===== config.mk =====
export PLATFORM = sky130hd
export DESIGN_NAME = cam_write_alloc
export DESIGN_NICKNAME = d
export VERILOG_FILES = /design/src/rtl/cam_pkg.sv /design/src/rtl/cam_free_finder.sv /design/src/rtl/cam_write_alloc.sv
export SDC_FILE = /design/constraint.sdc
export NUM_CORES = 1
export LEC_CHECK = 0
export ABC_AREA = 1
export BUFFER_PORTS_ARGS = -buffer_cell sky130_fd_sc_hd__buf_2
export CORE_MARGIN = 2
export CORE_UTILIZATION = 45
export CTS_CLUSTER_SIZE = 30
export DETAILED_ROUTE_END_ITERATION = 6
export GPL_ROUTABILITY_DRIVEN = 1
export PLACE_DENSITY = 0.74
export SYNTH_ARGS = -nofsm -noshare
export SYNTH_HDL_FRONTEND = slang
export SYNTH_SLANG_ARGS = --single-unit

===== constraint.sdc =====
create_clock -name clk_i -period 4.8 [get_ports clk_i]
set_input_delay 1.2 -clock clk_i [delete_from_list [all_inputs] [get_ports clk_i]]
set_output_delay 1.2 -clock clk_i [all_outputs]
set_load 0.01 [all_outputs]

===== src/rtl/cam_pkg.sv =====
// Shared types and default sizing for the CAM write-allocation slice.
package cam_pkg;

    typedef enum logic {IDLE, CLEAR} cam_alloc_state_e;

    localparam int CAM_WIDTH      = 32;
    localparam int CAM_ADDR_WIDTH = 5;

endpackage


===== src/rtl/cam_free_finder.sv =====
// Find-first-zero priority encoder: reports the lowest-index clear bit of a valid vector.
module cam_free_finder #(
    parameter int ADDR_WIDTH = 5,
    parameter int DEPTH      = 1 << ADDR_WIDTH
) (
    input  logic [DEPTH-1:0]      i_valid,
    output logic                  o_found,
    output logic [ADDR_WIDTH-1:0] o_index
);

    // Scan high to low so the last hit (lowest index) is the one that sticks.
    always_comb begin
        o_found = 1'b0;
        o_index = '0;
        for (int i = DEPTH - 1; i >= 0; i--) begin
            if (!i_valid[i]) begin
                o_found = 1'b1;
                o_index = ADDR_WIDTH'(i);
            end
        end
    end

endmodule


===== src/rtl/cam_write_alloc.sv =====
// CAM write allocation: picks a free entry (else round-robin victim), drives the registered
// write strobe, tracks per-entry valid bits, and clears the whole array out of reset or on flush.
module cam_write_alloc
    import cam_pkg::*;
#(
    parameter int WIDTH      = CAM_WIDTH,
    parameter int ADDR_WIDTH = CAM_ADDR_WIDTH,
    parameter int DEPTH      = 1 << ADDR_WIDTH
) (
    input  logic                  clk_i,
    input  logic                  rst_ni,
    input  logic                  req_valid_i,
    input  logic [WIDTH-1:0]      req_data_i,
    output logic                  req_ready_o,
    input  logic                  inval_i,
    input  logic [ADDR_WIDTH-1:0] inval_index_i,
    input  logic                  flush_i,
    output logic                  write_enable_o,
    output logic [ADDR_WIDTH-1:0] write_index_o,
    output logic [WIDTH-1:0]      write_data_o,
    output logic                  evict_o,
    output logic [DEPTH-1:0]      valid_o,
    output logic [ADDR_WIDTH:0]   count_o,
    output logic                  full_o
);

    cam_alloc_state_e r_state, w_state_nxt;

    logic [ADDR_WIDTH-1:0] r_clr_cnt;
    logic [ADDR_WIDTH-1:0] r_victim;
    logic [DEPTH-1:0]      r_valid;
    logic [ADDR_WIDTH:0]   r_count;
    logic                  r_we;
    logic [ADDR_WIDTH-1:0] r_widx;
    logic [WIDTH-1:0]      r_wdata;
    logic                  r_evict;

    logic                  w_idle;
    logic                  w_found;
    logic [ADDR_WIDTH-1:0] w_free_idx;
    logic [ADDR_WIDTH-1:0] w_target;
    logic                  w_accept;
    logic                  w_evict;
    logic                  w_inval;
    logic [DEPTH-1:0]      w_valid_nxt;
    logic [ADDR_WIDTH:0]   w_count_nxt;

    cam_free_finder #(
        .ADDR_WIDTH (ADDR_WIDTH),
        .DEPTH      (DEPTH)
    ) u_free_finder (
        .i_valid (r_valid),
        .o_found (w_found),
        .o_index (w_free_idx)
    );

    assign w_idle   = (r_state == IDLE);
    assign w_accept = w_idle && req_valid_i && !flush_i;
    assign w_evict  = !w_found;
    assign w_target = w_found ? w_free_idx : r_victim;

    // An invalidate aimed at the entry being allocated this cycle loses to the allocation.
    assign w_inval = w_idle && inval_i && !flush_i && r_valid[inval_index_i]
                     && !(w_accept && (inval_index_i == w_target));

    always_comb begin
        w_valid_nxt = r_valid;
        if (w_inval)  w_valid_nxt[inval_index_i] = 1'b0;
        if (w_accept) w_valid_nxt[w_target]      = 1'b1;
    end

    always_comb begin
        w_count_nxt = r_count;
        if ((w_accept && !w_evict) && !w_inval)
            w_count_nxt = r_count + 1'b1;
        else if (w_inval && !(w_accept && !w_evict))
            w_count_nxt = r_count - 1'b1;
    end

    always_comb begin
        w_state_nxt = r_state;
        case (r_state)
            IDLE:    if (flush_i) w_state_nxt = CLEAR;
            CLEAR:   if (!flush_i && (r_clr_cnt == ADDR_WIDTH'(DEPTH - 1))) w_state_nxt = IDLE;
            default: w_state_nxt = CLEAR;
        endcase
    end

    always_ff @(posedge clk_i or negedge rst_ni) begin
        if (!rst_ni) begin
            r_state   <= CLEAR;
            r_clr_cnt <= '0;
            r_victim  <= '0;
            r_valid   <= '0;
            r_count   <= '0;
            r_we      <= 1'b0;
            r_widx    <= '0;
            r_wdata   <= '0;
            r_evict   <= 1'b0;
        end else begin
            r_state <= w_state_nxt;
            if (r_state == CLEAR) begin
                r_we      <= 1'b1;
                r_widx    <= r_clr_cnt;
                r_wdata   <= '0;
                r_evict   <= 1'b0;
                r_clr_cnt <= flush_i ? '0 : r_clr_cnt + 1'b1;
                r_valid   <= '0;
                r_count   <= '0;
                r_victim  <= '0;
            end else if (flush_i) begin
                // Same-cycle request and invalidate are dropped; the clear starts next cycle.
                r_we      <= 1'b0;
                r_clr_cnt <= '0;
                r_valid   <= '0;
                r_count   <= '0;
                r_victim  <= '0;
            end else begin
                r_we    <= w_accept;
                r_valid <= w_valid_nxt;
                r_count <= w_count_nxt;
                if (w_accept) begin
                    r_widx  <= w_target;
                    r_wdata <= req_data_i;
                    r_evict <= w_evict;
                    if (w_evict) r_victim <= r_victim + 1'b1;
                end
            end
        end
    end

    assign req_ready_o    = w_idle;
    assign write_enable_o = r_we;
    assign write_index_o  = r_widx;
    assign write_data_o   = r_wdata;
    assign evict_o        = r_evict;
    assign valid_o        = r_valid;
    assign count_o        = r_count;
    assign full_o         = (r_count == (ADDR_WIDTH + 1)'(DEPTH));

endmodule


==> summary.txt <==
Status
  • Outcome: completed

Timing
  • Final critical-path required period: ~4.3 ns
  • Maximum clock rate: between 200 and 250 MHz
  • Worst Tran Pin Value: between 1 and 1.5 ns
  • Number of hold violations in the final report: 0
  • Total of endpoints with negative setup slack in the final report: 0
  • Worst slew margin relative to its limit: 29.4%
  • Clock Skews: 0.0106 ns
  • Setup TNS after final layout: 0 ns
  • Final Cycle Share: roughly nine tenths
  • Final WS setup: roughly 0.5 ns
  • Max-slew violation count: 0

Cells and area
  • Final net count: 771
  • Final antenna diode count: 0
  • Commonest non-fill, non-tap cell in the layout: sky130_fd_sc_hd__nand2_1
  • Final std cell area, no fill: 5930 µm²
  • Total area of multi-input combinational cells: around 2500 µm²
  • Layout cells sized above 1: between 20% and 30%
  • Sequential cell area in the final layout: around 2200 µm²
  • Layout Area Growth over Synthesis: 19.5%
  • Non-filler instance count after layout: ~870
  • Layout filler cell count: 989
  • Most frequent cells in the layout: sky130_fd_sc_hd__nand2_1, sky130_fd_sc_hd__buf_2, sky130_fd_sc_hd__dfrtp_1

GRT
  • Total gr overflow: 0
  • Total GRT Usage: a little under a quarter
  • Number of antenna violations at the first check in global routing: 0
  • Largest net degree at the start of global routing: approximately 90
  • First-pass GRT wire length: around 21000 µm
  • Via count of the first global-routing pass: 4313

Pwr
  • Max IR drop VDD: about 0.00013 V
  • Static leakage: 2.63 nW
  • Pwr per Cell Area: 221 nW/µm²

Placement
  • Number of placed cells counting well taps: 847
  • Input/output buffers: 120
  • Final GP Congestion: ~0.93
  • HPWL Detailed: a little under 10000 µm
  • Post-place setup slack: roughly 0.12 ns
  • Area after detailed placement: 5720 µm²

Clock network
  • CTS H-tree lvls: 3
  • Clock-pin slew on the worst setup and hold paths: ~0.10 ns
  • Clk root buf: sky130_fd_sc_hd__clkbuf_8
  • Clk_lat worst skew: ~0.38 ns
  • CTS tree: yes
  • Number of hold-repair buffers added at the cts stage: 0
  • Clk sink count: a little under 90
  • Cts bufs inserted: 9
  • Maximum number of buffers from clock root to sink: 2

Synth
  • Netlist Area Pre-Place: 4960 µm²
  • Register bit count reported by yosys: 88
  • Syn nets: ~650
  • Cell type with the highest aggregate area in the netlist: sky130_fd_sc_hd__dfrtp_1
  • Count of unique library cells instantiated by Yosys: 38
  • Cell types with the largest area share after synthesis: sky130_fd_sc_hd__dfrtp_1, sky130_fd_sc_hd__nand2_1, sky130_fd_sc_hd__nand3_2, sky130_fd_sc_hd__a22o_1, sky130_fd_sc_hd__nor2_1
  • Count of synthesis-stage warnings from yosys: 0
  • Fraction of the yosys area taken by sequential cells: 44.4%
  • Number of cells produced by synthesis: between 500 and 600
  • Share of the synthesized area in the top cell type: a little over two fifths
  • Mean area per synthesized cell: between 8 and 9 µm²

Setup path
  • Cell seen most often among critical-path stages: sky130_fd_sc_hd__nand2_1
  • Data required time of the critical path: between 5 and 6 ns
  • Worst path arrival time: 4.61 ns
  • Launch point of the critical path: valid_o[16]
  • Setup CP Type: register to register
  • Critical path capture point type: register
  • CP startpoint kind: register
  • Master of the slowest instance on the critical path: sky130_fd_sc_hd__dfrtp_1
  • Worst path max stage delay: between 0.4 and 0.5 ns
  • Start of the worst register-to-register path: valid_o[16]
  • Critical path, cell by cell: nand2_1 > nor2_1 > nand2_1 > nor3b_1 > nand2_1 > o21ai_2 > nand2_1 > a221oi_1 > o21ai_0 > a21oi_1 > nand3_4 > nand2_1 > ha_2 > inv_1 > ha_1 > a21oi_1 > inv_1 > a31oi_2 > nor2_1 > o21ai_0 > nand2_1 > xor2_1 > o21ai_0
  • Crit Path Max Fanout: 6

Floorplan
  • IO Pins: 121
  • Core Box Area: roughly 11000 µm²
  • Chip width: roughly 110 µm
  • Die area: approximately 12000 µm²
  • Initial core utilization: a little under half
  • Vert. Die Dim: between 100 and 150 µm
  • Site Rows: 38

Detailed routing
  • ANT nets after route: 0
  • First-pass iteration count of the detailed router: 5
  • Number of vias per cell after detailed routing: roughly 5.5
  • Routed wire per std cell: between 15 and 20 µm
  • Post-detailed-route DRC marker count: 0
  • Detailed Route Iter0 Violations: 385
  • Total wire length after detailed routing: around 14000 µm
  • Total via count in the routed design: approximately 4.7k

Job
  • Maximum capacitance violations: 0

Worst hold path
  • Min-delay src: r_clr_cnt[3]
  • Class of the worst hold path: register to register
where the power goes:
part           switching (mW)  internal, mW
logic                  0.0498        0.0223
clock network           0.292         0.198
registers             0.00248         0.745
final cells by class:
class,instances,area share (%)
clock buffers,9,2.09
inverters,53,3.35
multi-input cells,436,41.7
clock inverters,7,1.01
flip-flops and latches,88,37.2
well taps,140,2.95
repair buffers,132,11.7
metal layers:
layer / global-route usage [%] / wire length, µm / vias to the layer above
met5: 0 / 0 / -
met4: 8.33 / 278 / 0
met3: 3.47 / 978 / 25
met2: 37.7 / 6220 / 203
met1: 30.5 / 6080 / 2225
li1: - / - / 2270
synthesized netlist by cell type, drive strengths merged:
library cell,number
buf,12
nor2,70
inv,52
nand3,58
a31oi,7
o31ai,1
a22o,33
nor3b,1
xor2,5
fa,1
a22oi,8
o22ai,4
a211oi,2
or2,1
clkbuf,7
dfstp,1
clkinv,1
nand2,154
o211ai,3
ha,8
nand4,3
o21ai,11
a221oi,1
a221o,1
o221ai,4
a21oi,41
dfrtp,87
nor3,19
state kept, by name (all words and copies together) (netlist names):
register and flops:
write_data_o 32, r_victim 5, write_enable_o 1, valid_o 32
count_o 6, write_index_o 5, r_state 1, r_clr_cnt 5
evict_o 1
path summary, 6_finish.rpt:
check / end / slack [ns] / cells after the start
worst max register to register: count_o[5] / 0.50 / 23
worst min register to register: r_clr_cnt[3] / 0.48 / 1
max in group asynchronous: valid_o[30] / 3.06 / 1
min in group asynchronous: write_data_o[10] / 1.02 / 1
worst min-delay path: r_clr_cnt[3] / 0.48 / 1
worst max-delay path: count_o[5] / 0.50 / 23
metrics by stage:
step / utilization (%) / total power [mW] / hold WS (ns)
6_report: 55.0 / 1.31 / 0.476
5_1_grt: 55.0 / 1.37 / 0.506
4_1_cts: 54.7 / 1.32 / 0.474
3_5_place_dp: 53.0 / 0.834 / 0.459
3_3_place_gp: 53.0 / 0.832 / 0.454
2_1_floorplan: - / 0.788 / 0.433
worst max-delay path: cells and delay by family (launching register included):
kind | cells | cell delay [ns]
AND/OR/NAND/NOR | 10 | 1.29
AO/OA/AOI/OAI | 8 | 1.62
adder cells (fa/ha/maj) | 2 | 0.57
flip-flops | 1 | 0.43
buffers and inverters | 2 | 0.17
XOR/XNOR | 1 | 0.14
kinds of logic (layout without fill, tap and decap cells):
| logic type | count (synthesis) | after routing | synth area share (%) |
|---|---|---|---|
| simple gates | 306 | 306 | 28.8 |
| flops | 88 | 88 | 44.4 |
| xor+xnor | 5 | 5 | 0.882 |
| compound gates | 116 | 116 | 17.3 |
| fa+ha+maj | 9 | 9 | 2.42 |
| buf+inv | 72 | 201 | 6.18 |
what timing repair did:
| action | 4_1_cts | 5_1_grt |
|---|---|---|
| endpoints found under the setup margin | 0 | 1 |
| buffers inserted | 0 | 2 |
| resized for setup | 0 | 4 |
(Power assumes the default switching activity.)
